[config.mk]
export PLATFORM = sky130hd
export DESIGN_NAME = ps2_scan_receiver
export DESIGN_NICKNAME = d
export VERILOG_FILES = /design/src/rtl/ps2_pkg.sv /design/src/rtl/ps2_clk_filter.sv /design/src/rtl/ps2_scan_receiver.sv
export SDC_FILE = /design/constraint.sdc
export NUM_CORES = 1
export LEC_CHECK = 0
export BUFFER_PORTS_ARGS = -buffer_cell sky130_fd_sc_hd__buf_2
export CORE_MARGIN = 2
export CORE_UTILIZATION = 35
export DETAILED_ROUTE_END_ITERATION = 10
export PLACE_DENSITY = 0.51
export SLEW_MARGIN = 20
export SYNTH_ARGS = -nofsm -noshare
export SYNTH_HDL_FRONTEND = slang
export SYNTH_SLANG_ARGS = --single-unit
[constraint.sdc]
create_clock -name clk -period 1.8 [get_ports clk]
set_input_delay 0.27 -clock clk [delete_from_list [all_inputs] [get_ports clk]]
set_output_delay 0.27 -clock clk [all_outputs]
set_load 0.05 [all_outputs]
[src/rtl/ps2_pkg.sv]
// Shared types and constants for the PS/2 scan-code receiver.
package ps2_pkg;

    typedef enum logic [1:0] {
        IDLE   = 2'd0,
        DATA   = 2'd1,
        PARITY = 2'd2,
        STOP   = 2'd3
    } ps2_state_e;

    localparam logic [7:0] PS2_BREAK     = 8'hF0;
    localparam logic [7:0] PS2_EXT       = 8'hE0;
    localparam int         PS2_FRAME_LEN = 11;
    // start + parity + stop surround the data bits
    localparam int         PS2_DATA_BITS = PS2_FRAME_LEN - 3;

    // Odd parity: data bits plus parity bit must contain an odd number of ones.
    function automatic logic odd_parity_ok(input logic [7:0] data, input logic par);
        return ^{data, par};
    endfunction

endpackage

[src/rtl/ps2_clk_filter.sv]
// PS/2 clock conditioning: 2-FF synchronizer, stability filter and
// one-cycle strobe on each falling edge of the filtered level.
module ps2_clk_filter #(
    parameter int FILTER_LEN = 8
) (
    input  logic clk,
    input  logic rst,
    input  logic ps2_clk,
    output logic fall
);
    import ps2_pkg::*;

    localparam int CW = $clog2(FILTER_LEN + 1);

    logic          sync1_q, sync2_q;
    logic          filt_q, filt_d;
    logic          fall_q, fall_d;
    logic [CW-1:0] cnt_q, cnt_d;

    // Count consecutive samples that disagree with the filtered level; flip once FILTER_LEN seen.
    always_comb begin
        filt_d = filt_q;
        fall_d = 1'b0;
        cnt_d  = '0;
        if (sync2_q != filt_q) begin
            if (cnt_q == CW'(FILTER_LEN - 1)) begin
                filt_d = sync2_q;
                fall_d = ~sync2_q;
            end else begin
                cnt_d = cnt_q + 1'b1;
            end
        end
    end

    // Synchronizer and filter state; idle-high line resets to the high level.
    always_ff @(posedge clk) begin
        if (rst) begin
            sync1_q <= 1'b1;
            sync2_q <= 1'b1;
            filt_q  <= 1'b1;
            cnt_q   <= '0;
            fall_q  <= 1'b0;
        end else begin
            sync1_q <= ps2_clk;
            sync2_q <= sync1_q;
            filt_q  <= filt_d;
            cnt_q   <= cnt_d;
            fall_q  <= fall_d;
        end
    end

    assign fall = fall_q;

endmodule

[src/rtl/ps2_scan_receiver.sv]
// PS/2 device-to-host frame receiver delivering one scan-code byte per frame.
// Optional macro PS2_BREAK_FILTER_EN: swallow 8'hF0 and the byte after it
// so a keypress yields a single got_data strobe; break_flag then stays 0.
//
// state  | meaning
// IDLE   | waiting for a start bit (data low on a falling clock)
// DATA   | shifting in 8 data bits, LSB first
// PARITY | capturing the odd-parity bit
// STOP   | checking the stop bit and delivering the byte
module ps2_scan_receiver #(
    parameter int FILTER_LEN  = 8,
    parameter int TIMEOUT_CYC = 100000
) (
    input  logic       clk,
    input  logic       rst,
    input  logic       ps2_clk,
    input  logic       ps2_data,
    output logic [7:0] scan_code,
    output logic       got_data,
    output logic       break_flag,
    output logic       frame_err
);
    import ps2_pkg::*;

    localparam int TW = (TIMEOUT_CYC > 2) ? $clog2(TIMEOUT_CYC) : 1;

    logic          fall;
    logic          dsync1_q, dsync2_q;
    ps2_state_e    state_q, state_d;
    logic [2:0]    bit_cnt_q, bit_cnt_d;
    logic [7:0]    shift_q, shift_d;
    logic          parity_q, parity_d;
    logic [TW-1:0] tmo_q, tmo_d;
    logic [7:0]    scan_code_q, scan_code_d;
    logic          got_data_q, got_data_d;
    logic          break_flag_q, break_flag_d;
    logic          frame_err_q, frame_err_d;
    logic          pend_q, pend_d;

    ps2_clk_filter #(
        .FILTER_LEN (FILTER_LEN)
    ) u_clk_filter (
        .clk     (clk),
        .rst     (rst),
        .ps2_clk (ps2_clk),
        .fall    (fall)
    );

    // Frame sequencing, timeout and break bookkeeping; all outputs are registered.
    always_comb begin
        state_d      = state_q;
        bit_cnt_d    = bit_cnt_q;
        shift_d      = shift_q;
        parity_d     = parity_q;
        scan_code_d  = scan_code_q;
        got_data_d   = 1'b0;
        break_flag_d = 1'b0;
        frame_err_d  = 1'b0;
        pend_d       = pend_q;

        if (fall || state_q == IDLE) begin
            tmo_d = '0;
        end else begin
            tmo_d = tmo_q + 1'b1;
        end

        case (state_q)
            IDLE: begin
                if (fall && !dsync2_q) begin
                    state_d   = DATA;
                    bit_cnt_d = '0;
                end
            end
            DATA: begin
                if (fall) begin
                    shift_d   = {dsync2_q, shift_q[7:1]};
                    bit_cnt_d = bit_cnt_q + 1'b1;
                    if (bit_cnt_q == 3'(PS2_DATA_BITS - 1)) begin
                        state_d = PARITY;
                    end
                end
            end
            PARITY: begin
                if (fall) begin
                    parity_d = dsync2_q;
                    state_d  = STOP;
                end
            end
            STOP: begin
                if (fall) begin
                    state_d = IDLE;
                    if (dsync2_q && odd_parity_ok(shift_q, parity_q)) begin
`ifdef PS2_BREAK_FILTER_EN
                        // the byte following a break code is the released key: drop both
                        if (pend_q) begin
                            pend_d = 1'b0;
                        end else if (shift_q == PS2_BREAK) begin
                            pend_d = 1'b1;
                        end else begin
                            got_data_d  = 1'b1;
                            scan_code_d = shift_q;
                        end
`else
                        got_data_d   = 1'b1;
                        scan_code_d  = shift_q;
                        break_flag_d = pend_q;
                        pend_d       = (shift_q == PS2_BREAK);
`endif
                    end else begin
                        frame_err_d = 1'b1;
                        pend_d      = 1'b0;
                    end
                end
            end
            default: state_d = IDLE;
        endcase

        // A fall arriving on the terminal count keeps the frame alive.
        if (state_q != IDLE && !fall && tmo_q == TW'(TIMEOUT_CYC - 1)) begin
            state_d     = IDLE;
            frame_err_d = 1'b1;
            pend_d      = 1'b0;
        end
    end

    // State registers plus data-line synchronizer.
    always_ff @(posedge clk) begin
        if (rst) begin
            dsync1_q     <= 1'b1;
            dsync2_q     <= 1'b1;
            state_q      <= IDLE;
            bit_cnt_q    <= '0;
            shift_q      <= '0;
            parity_q     <= 1'b0;
            tmo_q        <= '0;
            scan_code_q  <= '0;
            got_data_q   <= 1'b0;
            break_flag_q <= 1'b0;
            frame_err_q  <= 1'b0;
            pend_q       <= 1'b0;
        end else begin
            dsync1_q     <= ps2_data;
            dsync2_q     <= dsync1_q;
            state_q      <= state_d;
            bit_cnt_q    <= bit_cnt_d;
            shift_q      <= shift_d;
            parity_q     <= parity_d;
            tmo_q        <= tmo_d;
            scan_code_q  <= scan_code_d;
            got_data_q   <= got_data_d;
            break_flag_q <= break_flag_d;
            frame_err_q  <= frame_err_d;
            pend_q       <= pend_d;
        end
    end

    assign scan_code  = scan_code_q;
    assign got_data   = got_data_q;
    assign break_flag = break_flag_q;
    assign frame_err  = frame_err_q;

endmodule

After elaboration in Yosys (flattened, before gate mapping)
Cells that the tools add are included.
{ "op_classes": {"addsub": 3, "eq_ne": 13, "mux": 15, "bitwise_logic": 6, "n_reduce_logical": 24} }
{ "ops": {"columns": ["cell", "n"], "rows": [
  ["$add 17x1->17 const B", 1],
  ["$eq 17x17->1 const B", 1],
  ["$mux 2", 5],
  ["$reduce_or 3->1", 3],
  ["$reduce_xor 9->1", 1],
  ["$eq 8x8->1 const B", 1],
  ["$ne 2x1->1 const B", 4],
  ["$pmux 2 s4", 1],
  ["$reduce_and 2->1", 4],
  ["$mux 1", 6],
  ["$mux 3", 2],
  ["$not 1->1", 6],
  ["$pmux 3 s2", 1],
  ["$reduce_and 3->1", 2],
  ["$reduce_and 5->1", 1],
  ["$add 4x1->4 const B", 1],
  ["$eq 2x2->1 const B", 2],
  ["$eq 4x3->1 const B", 1],
  ["$logic_and 1x1->1", 4],
  ["$reduce_bool 2->1", 2],
  ["$reduce_or 2->1", 2],
  ["$reduce_or 4->1", 1],
  ["$add 3x1->3 const B", 1],
  ["$eq 3x3->1 const B", 1],
  ["other kinds (6)", 7]
]} }
{ "totals": {"ff_bits": 53, "input_bits": 4, "output_inout_bits": 11, "wordCells": 78} }

Longest topological paths before layout
Gate-level depths: netlist (run 1).
{ "depth": {"depth_word": 6, "mapped_depth": 6, "mapped_depth_nobuf": 6} }

Hierarchy
Synthesis (run 1) repeated with hierarchy kept, for this count alone.
{ "hier_totals": {"cells_unflattened": 255, "area_unflattened_um2": 2352.3} }
{ "modules_own_cells": {"columns": ["mod", "n_inst", "cells_each", "area_per_inst_um2", "seq_area_each_um2"], "rows": [
  ["ps2_scan_receiver", 1, 229, 2052.0, 900.9],
  ["ps2_clk_filter", 1, 26, 300.3, 160.2]
]} }

Worst setup path after synthesis (run 1)
OpenSTA, ideal clock, no wires.
{ "synth_timing": {"path_kind": "register to register", "start": "register state_q[0]", "end": "register frame_err_q (netlist: frame_err)", "setup_time_ns": 0.091, "arrival_ns": 1.575, "required_time_ns": 1.709, "slack_ns": 0.134, "path_stages_with_launch": 7, "n_path_buf": 0, "period_less_slack_ns": 1.666, "path_cell_list": "dfxtp_1 > inv_1 > ha_1 > or4_1 > nor3_1 > a21boi_0 > a311oi_1"} }
{ "synth_between": {"elab_chain_cells": 4, "elab_cells_between_ends": 6, "cone_classes": "eq/ne: 1; mux: 2; reduce/logical: 3"} }
{ "synth_rtl": {"columns": ["item", "line", "rtl"], "rows": [
  ["from (decl)", "ps2_scan_receiver.sv:29", "ps2_state_e state_q, state_d;"],
  ["from (signal assigned)", "ps2_scan_receiver.sv:144", "state_q <= state_d;"],
  ["$reduce_bool 2->1", "ps2_scan_receiver.sv:119", "if (state_q != IDLE && !fall && tmo_q == TW'(TIMEOUT_CYC - 1)) begin"],
  ["$logic_and 1x1->1 (2 in a row)", "ps2_scan_receiver.sv:119", null],
  ["$mux 1 (*)", "ps2_scan_receiver.sv:119", null],
  ["to (signal assigned)", "ps2_scan_receiver.sv:152", "frame_err_q <= frame_err_d;"],
  ["to (decl)", "ps2_scan_receiver.sv:37", "logic frame_err_q, frame_err_d;"]
]} }
Mark *: on every way between the ends. The rest lies on a longest branch, timed or not.
A chain may end at the register's enable or synchronous reset.

Worst setup path after layout (run 1)
Same ends and word-level chain as after synthesis.

==> results of run 1 <==
Yosys cell counts, types with 2 or more instances:
cell / number
nand3_1: 16
o21ai_0: 4
xnor2_1: 15
or3_1: 4
nor4_1: 5
clkbuf_1: 9
nor2_1: 22
nand2_1: 19
or2_2: 4
nand4_1: 5
or4_1: 2
dfxtp_1: 53
xor2_1: 4
nor2b_1: 4
nand2b_1: 15
nor3_1: 11
inv_1: 7
and2_1: 3
mux2i_1: 12
ha_1: 9
a21oi_1: 12
layout make-up:
type / count / area [µm²]
clock buffer: 5 / 68.8
clock inverter: 2 / 35.0
tap: 80 / 100
multi-input combinational: 185 / 1270
fill: 670 / 3880
inverter: 7 / 26.3
timing repair buffer: 35 / 231
sequential: 53 / 1060
critical path, cell delays in order, from the launching register on:
cell and delay (ps):
dfxtp_2 360, inv_2 60, ha_2 180, or4_4 430
nor3_4 220, nand2_1 70, a311oi_1 270
per-stage QoR:
stage	worst slack (ps)	std cells	TNS (ps)	hold WS, ps	util
floorplan	134	255	0	374	-
global placement	89.7	357	0	393	0.396
detailed placement	-12.6	357	-12.6	393	0.396
CTS	32.8	364	0	133	0.413
global route	-14.4	367	-14.4	132	0.419
finish	140	367	0	139	0.419
placed cells by master (no fill, tap or decap), types with 2 or more instances in the layout:
cell      count
o21ai_0       4
inv_1         5
nand3_1      16
mux2i_1      12
nor4_1        5
dfxtp_1      51
buf_2        14
inv_2         2
or3_1         4
nand2_1      19
clkbuf_8      5
nor3_1       10
a21oi_1      12
xnor2_1      15
nor2_1       22
xor2_1        4
ha_1          8
buf_4        20
nand4_1       5
dfxtp_2       2
or2_2         4
nand2b_1     15
nor2b_1       4
and2_1        3
path summary, 6_finish.rpt:
check	to	slack, ps	depth (start not counted)
max	frame_err	140	6
min	dsync1_q	140	2
max reg2reg	frame_err	140	6
min reg2reg	u_clk_filter.sync2_q	410	1
routing by layer:
metal	vias up	part of all wire	track usage
li1	938	-	-
met1	791	0.50	0.162
met2	22	0.45	0.203
met3	8	0.030	0.0286
met4	0	0.018	0.0469
met5	-	0	0
sequential cells by signal, indices dropped and copies added, names as in the netlist:
signal,cells
scan_code,8
u_clk_filter.cnt_q,4
state_q,2
dsync1_q,1
u_clk_filter.sync1_q,1
break_flag,1
tmo_q,17
frame_err,1
got_data,1
dsync2_q,1
pend_q,1
bit_cnt_q,3
shift_q,8
u_clk_filter.sync2_q,1
u_clk_filter.filt_q,1
u_clk_filter.fall,1
parity_q,1
power breakdown:
group,internal [mW],total [mW],switching [mW],leakage (nW)
sequential,1.18,1.18,0.00380,0.429
combinational,0.0142,0.0304,0.0162,0.559
clock,0.404,0.775,0.371,0.0540
cells by family after synthesis:
family / after synthesis / share of synthesized area
and+or+nand+nor: 118 / 0.262
DFF: 53 / 0.446
AOI/OAI and AO/OA: 23 / 0.0589
xor gates and xnor gates: 22 / 0.0994
buffers and inverters: 17 / 0.0268
muxes: 13 / 0.0599
adders and majority gates: 9 / 0.0473
what timing repair did:
item                       4_1_cts  5_1_grt
setup endpoints to repair        1        7
setup buffers                    0        3
pin swaps                        0        3
gates resized for setup          1       10
==> flow_summary.yaml, run 1 <==
worst_hold_path:
  hold_path.class: "input port to register"
  worstHoldStart: "ps2_data"
placed_design:
  gp_congestion: 0.765
  post-dp-hpwl_um: 3020
  placed_area_um2: 2650
  placement.io_buffers: 14
detailed_routing:
  antenna_left: 0
  drt-total-wl_um: 4230
  avgRoutedWirePerCell_um: 11.5
  drc_errors: 0
  vias: 1759
  vias_per_cell: 4.79
  dr.first_iter.drc_count: 59
  dr.pass1.iters: 4
synthesis:
  netlist_area_um2: 2380
  syn_area_per_cell_um2: 9.33
  synthFlopType: "dfxtp_1"
  syn_inst: 255
  synthDistinctLibCells: 41
  synth_seq_cells: 53
  synthTopCellsByArea: "dfxtp_1, xnor2_1, mux2i_1"
  syn_nets: 268
  ys_warn_count: 0
  synth_edf_count: 0
  async_reset_ff_frac: 0
  synth.top_cell.area_share: 0.446
  yosysTopAreaCell: "dfxtp_1"
  ys_seq_area_frac: 0.446
floorplanning:
  start_util: 0.356
  die-area_um2: 7480
  core_um2: 6680
  fp-row-count: 30
  io_pins: 15
  die_h_um: 86.5
  die_width_um: 86.5
timing:
  fmax_mhz: 602
  worst_pin_slew_ps: 533
  hold_violations: 0
  slew_headroom: 0.641
  finClkSkew_ps: 5.90
  rsz0062_at_grt: "true"
  period_share: 0.922
  period_minus_slack_ps: 1660
  setup_viol: 0
  slew_violations: 0
global_route:
  grt_max_degree: 22
  grt-ovfl-total: 0
  grt_util_all_layers: 0.125
  grt_pass1_vias: 1603
  grt_pass1_wl_um: 7530
  antenna_found_initial: 0
layout:
  syn2layout_area_growth_pct: 17.6
  nets: 300
  diodes: 0
  final_cell_area_um2: 2800
  drive_above_1_share: 0.199
worst_setup_path:
  cp-startpoint: "state_q[0]"
  required_ps: 2020
  r2r-start: "state_q[0]"
  crit_path_end_kind: "register"
  worstSetupPathType: "register to register"
  crit_fanout: 4
  start_kind: "register"
  cp.arrival_ps: 1880
power_and_ir_drop:
  ir_drop_mv: 0.413
  p_leak_nw: 1.04
  powerDensity_nw_per_um2: 709
  total_power_mw: 1.99
status:
  status: "finished clean"
clock_network:
  root_buffer: "clkbuf_8"
  clk_path_buf_depth: 2
  cts_buffers: 5
  cts.sinks: 53
  insertion_delay_ps: 300
  cts.clk_slew.worst_paths_ps: 90
  htreeDepth: 2
  cts_tree: "yes"
  cts_hold_buf: 0
run:
  maxCapViolations: 0
Power figures use the tool's default switching activity.
==> run 2: changes to the inputs <==
Settings changed: CORE_UTILIZATION 35 to 59, CTS_CLUSTER_SIZE from default to 16, PLACE_DENSITY 0.51 to 0.78.
==> run 2 against run 1 <==
  * Critical path type unchanged
  * Flip-flop and latch count unchanged
  * Wire length down 5.8%
  * Global-route usage up 7.5 points
  * Die area down 39%
  * Clock power down 12%
  * Cell count down 9.8%
  * Largest cell class unchanged
  * Design area down 3.5%
  * Highest routed layer unchanged
==> flow_summary.yaml, run 2 (synthesis gave the netlist of run 1 again) <==
timing:
  hold_violations: 0
  fmax_mhz: 597
  period_minus_slack_ps: 1670
  worst_pin_slew_ps: 520
  slew_headroom: 0.650
  period_share: 0.930
  setup_viol: 0
  fin_ws_ps: 126
  slew_violations: 0
  rsz0062_at_grt: "true"
  finClkSkew_ps: 8.95
worst_setup_path:
  r2r_cells: 6
  crit_path_end_kind: "register"
  crit_family: "simple AND/OR/NAND/NOR gates"
  worstSetupPathType: "register to register"
  cp.arrival_ps: 1900
  required_ps: 2020
  reg2reg_setup_slack_ps: 130
  path_buf_inv: 1
  slowest_stage: "or4_1"
  r2r_end: "frame_err"
  crit_chain: "inv_2, ha_1, or4_1, nor3_2, nand2_1, a311oi_1"
  crit_cells: 6
  max_stage_delay_ps: 410
  crit_fanout: 4
  r2r-start: "state_q[0]"
  start_kind: "register"
floorplanning:
  die_width_um: 67.5
  core_um2: 3940
  die-area_um2: 4560
  io_pins: 15
  start_util: 0.604
  fp-row-count: 23
  die_h_um: 67.5
power_and_ir_drop:
  netSwitchingFraction: 0.210
  power_frac_comb: 0.016
  power.internal_mw: 1.50
  switchingPower_uw: 396
  clkPwrFrac: 0.360
  total_power_mw: 1.89
  seqPwrFrac: 0.624
  ir_drop_mv: 0.479
  powerDensity_nw_per_um2: 700
  p_leak_nw: 0.982
clock_network:
  cts_hold_buf: 0
  cts.clk_slew.worst_paths_ps: 90
  insertion_delay_ps: 310
  cts_tree: "yes"
  clk_path_buf_depth: 2
  htreeDepth: 2
  root_buffer: "clkbuf_8"
  cts_buffers: 5
  cts.sinks: 53
status:
  status: "finished clean"
detailed_routing:
  drt-total-wl_um: 3980
  dr.pass1.iters: 4
  avgRoutedWirePerCell_um: 12.0
  vias_per_cell: 5.31
  dr.first_iter.drc_count: 82
  drc_errors: 0
  antenna_left: 0
  vias: 1756
worst_hold_path:
  worstHoldStart: "ps2_clk"
  holdPathEnd: "u_clk_filter.sync1_q"
  hold_path.class: "input port to register"
  min_path_cells: 2
placed_design:
  post-dp-hpwl_um: 2810
  placement.io_buffers: 14
  placed_area_um2: 2590
  gp_congestion: 0.829
  pre_cts_ws_ps: 34.8
global_route:
  grt_util_all_layers: 0.200
  antenna_found_initial: 0
  grt_pass1_wl_um: 6820
  grt_max_degree: 24
  grt_pass1_vias: 1640
  grt-ovfl-total: 0
layout:
  layout_commonest_cell: "dfxtp_1"
  top_register: "tmo_q"
  nets: 294
  diodes: 0
  largest_reg_flops: 17
  drive_above_1_share: 0.178
  final_cell_mix: "dfxtp_1, nor2_1, nand2_1"
  final_cell_area_um2: 2700
  num-fill-cells: 312
  syn2layout_area_growth_pct: 13.5
run:
  maxCapViolations: 0
run 2: changes by cell type in the layout (fill, tap and decap cells not counted), sizes merged:
| cell | delta |
|---|---|
| buf | -6 |
| bufinv | -1 |
| clkbuf | +1 |
| clkinv | -1 |
| clkinvlp | +1 |
run 2: how the worst max path moves through the flow:
stage                     startpoint   endpoint  slack (ps)
after floorplan           state_q[0]  frame_err         130
after global placement    state_q[0]  frame_err         110
after detailed placement  state_q[0]  frame_err          30
after CTS                 state_q[0]  frame_err          10
after global routing        tmo_q[0]  tmo_q[14]          -6
final                     state_q[0]  frame_err         130
run 2: layout make-up:
class	instances	area, µm²	area share
well taps	50	62.6	0.0232
repair buffers	29	195	0.0723
clock buffers	6	82.6	0.0306
inverters	7	26.3	0.00973
flip-flops and latches	53	1060	0.394
multi-input cells	185	1260	0.468
clock inverters	1	7.51	0.00278
run 2: worst reg2reg max path: stages, from the launching register on:
cell	delay, ps
dfxtp_2	350
inv_2	60
ha_1	200
or4_1	410
nor3_2	240
nand2_1	70
a311oi_1	260
run 2: repair_timing:
item                       in CTS  in global routing
setup endpoints to repair       0                  5
setup buffers                   0                  1
gates resized for setup         0                  7
run 2: metal layers:
layer / vias to the layer above / routed length (µm) / GRT usage
li1: 925 / - / -
met1: 798 / 1900 / 0.238
met2: 26 / 1880 / 0.341
met3: 7 / 126 / 0.0417
met4: 0 / 73 / 0.0969
met5: - / 0 / 0
run 2: power by group through the flow:
| stage | clock network (mW) | logic (mW) | registers [mW] |
|---|---|---|---|
| after floorplan | 0 | 0.0218 | 1.21 |
| final | 0.681 | 0.0300 | 1.18 |
| after detailed placement | 0 | 0.0306 | 1.21 |
| after global placement | 0 | 0.0302 | 1.21 |
| after CTS | 0.704 | 0.0305 | 1.18 |
| after global routing | 0.745 | 0.0333 | 1.18 |
run 2: stage by stage:
stage	hold slack [ps]	cells	TNS, ps	utilization
6_report	138	331	0	0.685
5_1_grt	132	331	-5.90	0.685
4_1_cts	130	330	0	0.680
3_5_place_dp	401	323	0	0.658
3_3_place_gp	394	323	0	0.658
2_1_floorplan	374	255	0	-
